<file path="src/rtl/counter_control.sv">
// Button conditioning and count pacing ahead of the seven-segment counter:
// synchronize, debounce and edge-detect two buttons, toggle run/direction, prescale to the count rate.

module counter_control_btn #(
   parameter int DEBOUNCE_CYCLES = 1_000_000
) (
   input  logic clk,
   input  logic rst_n,
   input  logic btn,
   output logic press
);
   localparam int                CNT_W   = $clog2(DEBOUNCE_CYCLES);
   localparam logic [CNT_W-1:0]  CNT_MAX = CNT_W'(DEBOUNCE_CYCLES - 1);

   logic             sync1;
   logic             sync2;
   logic             level;
   logic             level_d;
   logic [CNT_W-1:0] cnt;

   always_ff @(posedge clk or negedge rst_n) begin
      if (!rst_n) begin
         sync1   <= 1'b0;
         sync2   <= 1'b0;
         level   <= 1'b0;
         level_d <= 1'b0;
         press   <= 1'b0;
         cnt     <= '0;
      end else begin
         sync1   <= btn;
         sync2   <= sync1;
         level_d <= level;
         press   <= level & ~level_d;
         // Only an unbroken run of differing samples moves the debounced level.
         if (sync2 == level) begin
            cnt <= '0;
         end else if (cnt == CNT_MAX) begin
            level <= sync2;
            cnt   <= '0;
         end else begin
            cnt <= cnt + 1'b1;
         end
      end
   end
endmodule

// state   | meaning
// STOPPED | prescaler held at 0, no enable pulses
// RUNNING | prescaler counting, enable pulse after each terminal count
module counter_control #(
   parameter int DEBOUNCE_CYCLES = 1_000_000,
   parameter int TICK_CYCLES     = 100_000_000
) (
   input  logic clk_100MHz,
   input  logic reset,
   input  logic btn_run,
   input  logic btn_dir,
   output logic enable,
   output logic forward,
   output logic running
);
   typedef enum logic {
      STOPPED = 1'b0,
      RUNNING = 1'b1
   } run_state_t;

   localparam int               PRE_W   = $clog2(TICK_CYCLES);
   localparam logic [PRE_W-1:0] PRE_MAX = PRE_W'(TICK_CYCLES - 1);

   logic             press_run;
   logic             press_dir;
   run_state_t       state;
   run_state_t       state_next;
   logic [PRE_W-1:0] presc;
   logic [PRE_W-1:0] presc_next;
   logic             enable_next;
   logic             forward_next;

   counter_control_btn #(.DEBOUNCE_CYCLES(DEBOUNCE_CYCLES)) u_btn_run (
      .clk   (clk_100MHz),
      .rst_n (reset),
      .btn   (btn_run),
      .press (press_run)
   );

   counter_control_btn #(.DEBOUNCE_CYCLES(DEBOUNCE_CYCLES)) u_btn_dir (
      .clk   (clk_100MHz),
      .rst_n (reset),
      .btn   (btn_dir),
      .press (press_dir)
   );

   always_ff @(posedge clk_100MHz or negedge reset) begin
      if (!reset) begin
         state   <= STOPPED;
         presc   <= '0;
         enable  <= 1'b0;
         forward <= 1'b1;
      end else begin
         state   <= state_next;
         presc   <= presc_next;
         enable  <= enable_next;
         forward <= forward_next;
      end
   end

   // A run press always clears the prescaler and wins over a coincident terminal count.
   always_comb begin
      state_next   = state;
      presc_next   = '0;
      enable_next  = 1'b0;
      forward_next = forward ^ press_dir;
      case (state)
         STOPPED: begin
            if (press_run) state_next = RUNNING;
         end
         RUNNING: begin
            if (press_run) begin
               state_next = STOPPED;
            end else begin
               enable_next = (presc == PRE_MAX);
               presc_next  = (presc == PRE_MAX) ? '0 : presc + 1'b1;
            end
         end
         default: state_next = STOPPED;
      endcase
   end

   assign running = (state == RUNNING);
endmodule

</file>
<file path="config.mk">
export PLATFORM = sky130hd
export DESIGN_NAME = counter_control
export DESIGN_NICKNAME = d
export VERILOG_FILES = /design/src/rtl/counter_control.sv
export SDC_FILE = /design/constraint.sdc
export NUM_CORES = 1
export LEC_CHECK = 0
export ABC_AREA = 1
export BUFFER_PORTS_ARGS = -buffer_cell sky130_fd_sc_hd__buf_2
export CORE_ASPECT_RATIO = 0.9
export CORE_UTILIZATION = 50
export CTS_CLUSTER_DIAMETER = 30
export CTS_CLUSTER_SIZE = 25
export DETAILED_ROUTE_END_ITERATION = 10
export GPL_ROUTABILITY_DRIVEN = 0
export PLACE_DENSITY = 0.71
export SYNTH_ARGS = -nofsm -noshare
export SYNTH_HDL_FRONTEND = slang
export SYNTH_SLANG_ARGS = --single-unit
</file>
<file path="constraint.sdc">
create_clock -name clk_100MHz -period 1.8 [get_ports clk_100MHz]
set_clock_uncertainty 0.05 [all_clocks]
set_input_delay 0.45 -clock clk_100MHz [delete_from_list [all_inputs] [get_ports clk_100MHz]]
set_output_delay 0.45 -clock clk_100MHz [all_outputs]
set_load 0.005 [all_outputs]
</file>
# ---- Word level (Yosys, flattened, before mapping)
# Cells that the tools add are included.
dict set report op_classes {
  add_sub_neg 3
  eq_ne 5
  n_mux 12
  n_bitwise 8
  n_reduce_logical 2
}
# op count
set op_table {}
lappend op_table {{$mux W27} 3}
lappend op_table {{$mux W20} 4}
lappend op_table {{$add A20 B1 Y20 const B} 2}
lappend op_table {{$eq A20 B20 Y1 const B} 2}
lappend op_table {{$add A27 B1 Y27 const B} 1}
lappend op_table {{$eq A27 B27 Y1 const B} 1}
lappend op_table {{$not A1 Y1} 5}
lappend op_table {{$mux W1} 4}
lappend op_table {{$reduce_and A2 Y1} 2}
lappend op_table {{$and A1 B1 Y1} 2}
lappend op_table {{$eq A1 B1 Y1} 2}
lappend op_table {{$pmux W1 S2} 1}
lappend op_table {{$xor A1 B1 Y1} 1}
dict set report totals {
  ff_bits 80
  out_inout_bits 3
  elab_cells 46
}

# ---- Depth between registers and ports, before layout
dict set report logic_depth {
  word_depth 4
  depth_mapped 10
}

# ---- By module
# A second synthesis with hierarchy kept.
dict set report hier_totals {
  cells_unflattened 562
  area_unflattened_um2 4347.9
}
# module n_inst cells_per_inst area_each_um2 seq_area_each_um2
set by_module_without_submodules {}
lappend by_module_without_submodules {counter_control_btn 2 164 1318.8 625.6}
lappend by_module_without_submodules {counter_control 1 234 1710.4 752.0}

# ---- Worst setup path before layout
# No wires, ideal clock.
dict set report synth_timing {
  path_kind {register to register}
  start {register presc[0]}
  end {register presc[12]}
  setup_ns 0.124
  t_arrival_ns 1.384
  t_required_ns 1.626
  slack_ns 0.241
  path_stages_with_launch 10
  n_path_buf 1
  cell_sequence {dfrtp_1 > ha_1 > inv_2 > nor2_4 > nand3_2 > nor2_4 > nor2_4 > inv_6 > buf_12 > nor2_4}
}
dict set report synth_via {
  elab_chain_len 4
  elab_cells_between_ends 5
  cone_classes {1 x add/sub; 1 x eq/ne; 3 x mux}
}
# item line_no
set synth_lines {}
lappend synth_lines {{start: declaration} 74} ;# logic [PRE_W-1:0] presc;
lappend synth_lines {{start signal: assignment} 101} ;# presc <= presc_next;
lappend synth_lines {{$add A27 B1 Y27 / $eq A27 B27 Y1 (equally long branches)} 122} ;# presc_next = (presc == PRE_MAX) ? '0 : presc + 1'b1;
lappend synth_lines {{$mux W27 *} 122}
lappend synth_lines {{$mux W27 *} 118} ;# if (press_run) begin
lappend synth_lines {{$mux W27 *} 113} ;# case (state)
lappend synth_lines {{via presc_next[12]} 75} ;# logic [PRE_W-1:0] presc_next;
# The timed path passes the listed nets; every way through them passes the cells marked *.
# A chain may end at the register's enable or synchronous reset.

# ---- Worst setup path in the final report
dict set report layout_timing {
  start {register u_btn_run.cnt[0]}
  end {register u_btn_run.cnt[18]}
}
dict set report layout_via {
  elab_chain_len 3
  elab_cells_between_ends 4
  cone_classes {1 x add/sub; 1 x eq/ne; 2 x mux}
}
# item line_no
set layout_lines {}
lappend layout_lines {{start: declaration} 19} ;# logic [CNT_W-1:0] cnt;
lappend layout_lines {{start signal: assignment} 41} ;# cnt <= cnt + 1'b1;
lappend layout_lines {{$add A20 B1 Y20 / $eq A20 B20 Y1 (equally long branches)} {41, 37}}
lappend layout_lines {{$mux W20 *} 37} ;# end else if (cnt == CNT_MAX) begin
lappend layout_lines {{$mux W20 *} 35} ;# if (sync2 == level) begin
# Mark *: on every way between the ends. The rest lies on a longest branch, timed or not.

==> out/results.txt <==
status: completed
crit path max fanout: 4
port bufs: 6
WP data required: 1990 ps
unrepaired setup endpoints after global routing: no
pwr dens: 760.9 nW/um^2
layout cells sized above 1: 12.08%
Main synth FF type: dfrtp_1
Worst Setup Start Kind: register
vias in the first global route: 3,220
most frequent cell on the critical path: nor2_1
Vias: 3,410
number of synthesized register bits: 80
FF/Latch Area: 2003 um^2
final WL: 8324 um
main combinational cell family by area after synthesis: simple AND/OR/NAND/NOR gates
GRT Total Usage: 21.10%
MaxCap Viol Count: 0
EDFF count, synth: 0
post-layout instance area: 4726 um^2
fmax: 602.3 MHz
Total Nets Final: 565
post-synthesis xor/xnor area fraction: 7.776%
Reg clk slew, reported paths: 90 ps
slowest stage delay, CP: 370 ps
diodes inserted: 0
Max Used Layer: met4
Syn-to-layout area delta: 10.83%
initial antenna violation count: 0
TritonCTS clock tree: yes
Hold Crit Class: in2async
Area contributors post-synth: dfrtp_1, nor2_1, nand2_1
maximum clock insertion buffer count: 2
register area share after synthesis: 46.98%
Worst VDD drop: 0.0005052 V
Routed WL per cell: 12.57 um
DP Area: 4466 um^2
max FFs per register: 27
synth unique cells: 31
Util after Layout: 58.02%
Pins Over Slew Limit: 0
CTS Buf Count: 9
GRT Residual Overflow: 0
DRC: 0
Die Area: 8902 um^2
Worst path slowest cell: dfrtp_1
Worst-Margin Slew: 472.2 ps
Crit Path Category: reg2reg
multi-input logic area: 2032 um^2
synth warn: 0
initial detailed-routing violation count: 168
setup TNS: 0 ps
LEAKAGE: 2.023 nW
io pins: 7
CP bufs+invs: 0
area share of fa/ha/maj cells after synthesis: 0.8803%
global-route wire length before repair: 14,500 um
area leader, netlist: dfrtp_1
largest net degree at the start of global routing: 36
Top reg by flops: presc
Syn Inst Count: 535
clk root buf: clkbuf_8
final setup fails: 0
commonest non-fill, non-tap cell in the layout: nor2_1
Synth top area share: 46.36%
H-tree depth: 3
Slew HR: 68.52%
Hold Violations, Final: 0
row count: 31
latest clock arrival within the worst-skew pair: 350 ps
drt first pass iters: 5
die width: 99.35 um
HPWL after DPL: 6182 um
DR WL met2: 3910 um
data arrival time of the critical path: 1850 ps
synthesized area per cell: 7.970 um^2
CORE AREA: 8145 um^2
Vias/cell: 5.151
initial core utilization: 52.35%
Synth Area in Simple Gates: 37.00%
Routed Antenna Nets: 0
# fillers: 754
WL met3: 357 um
ys async rst share: 100.0%
minimum clock period: 1660 ps
Synthesized Nets: 542
Die Ht: 89.61 um
Setup crit end kind: register
Largest regs: presc (27), u_btn_dir.cnt (20), u_btn_run.cnt (20)
Post-Syn Area: 4264 um^2
post-synthesis mux area share: 0%
Met1 Wirelength: 3930 um
Worst path top cell family by delay: simple AND/OR/NAND/NOR gates
fin crit share: 92.23%
most frequent cells in the layout: nor2_1, nand2_1, dfrtp_1
Synth Area in Compound Gates: 1.937%
CTS sink cnt: 80
Tot Pwr: 0.003596 W
crit-path cells: ha_1 > nand2_1 > nor2_1 > nand3_1 > nor2_1 > xor2_1 > nor2_1
## cells by family (layout without fill, tap and decap cells)
logic type | count (synthesis) | in the layout
buf+inv | 56 | 84
simple gates | 344 | 344
flops | 80 | 80
compound gates | 15 | 15
fa+ha+maj | 3 | 3
xor+xnor | 37 | 37
## area by class of cell
class,instances,share of cell area [%]
multi-input combinational,399,43.00
sequential,80,42.39
inverter,55,4.527
clock buffer,12,2.859
tap,99,2.621
clock inverter,4,2.542
timing repair buffer,13,2.065
## final timing paths
| kind | cells past startpoint | slack, ps | start | to |
|---|---|---|---|---|
| min reg2reg | 0 | 300 | u_btn_dir.sync1 | u_btn_dir.sync2 |
| max in group asynchronous | 2 | 1170 | reset | presc[26] |
| min in group clk_100MHz | 1 | 150 | btn_run | u_btn_run.sync1 |
| max reg2reg | 7 | 140 | u_btn_run.cnt[0] | u_btn_run.cnt[18] |
| min | 1 | 3 | reset | u_btn_run.cnt[4] |
| max | 7 | 140 | u_btn_run.cnt[0] | u_btn_run.cnt[18] |
## where the power goes
part           internal, W  leakage, nW  total (W)  switching, W
sequential         0.00181         1.10    0.00182     0.0000102
clock              0.00106        0.125    0.00168      0.000618
combinational    0.0000282        0.798  0.0000916     0.0000634
## Yosys cell counts (2+ instances only)
cell	number
nor2_1	138
ha_1	3
o21ai_0	5
inv_2	3
nand2_2	6
nand4_1	3
nand2_1	111
a21oi_1	7
nor3b_1	3
xor2_1	25
xnor2_1	11
inv_1	51
nand3b_1	3
dfrtp_1	79
nor2_4	18
or2_2	2
nor3_1	7
nand3_1	43
nor2_2	5
## worst register-to-register path: stages, from the launching register on
cell	delay (ps)
dfrtp_1	370
ha_1	200
nand2_1	80
nor2_1	190
nand3_1	240
nor2_1	200
xor2_1	170
nor2_1	50
## timing repair
action | in CTS | in global routing
hold buffers | 0 | 0
resized for setup | 0 | 2
setup buffers | 0 | 0
endpoints found under the setup margin | 0 | 10
## layer usage
metal	global-route usage, %	up-vias
met5	0	-
met3	5.495	12
li1	-	1702
met2	35.80	58
met1	26.80	1638
met4	6.818	0
## metrics by stage
step | setup WS (ps) | hold WS [ps] | std cells
floorplan | 241.2 | 104.4 | 535
global placement | 158.1 | 282.7 | 646
detailed placement | 87.68 | 289.5 | 646
CTS | 83.19 | 13.24 | 662
global route | 3.916 | 27.59 | 662
finish | 139.8 | 2.812 | 662
No activity file was read; power rests on OpenSTA's default activity.
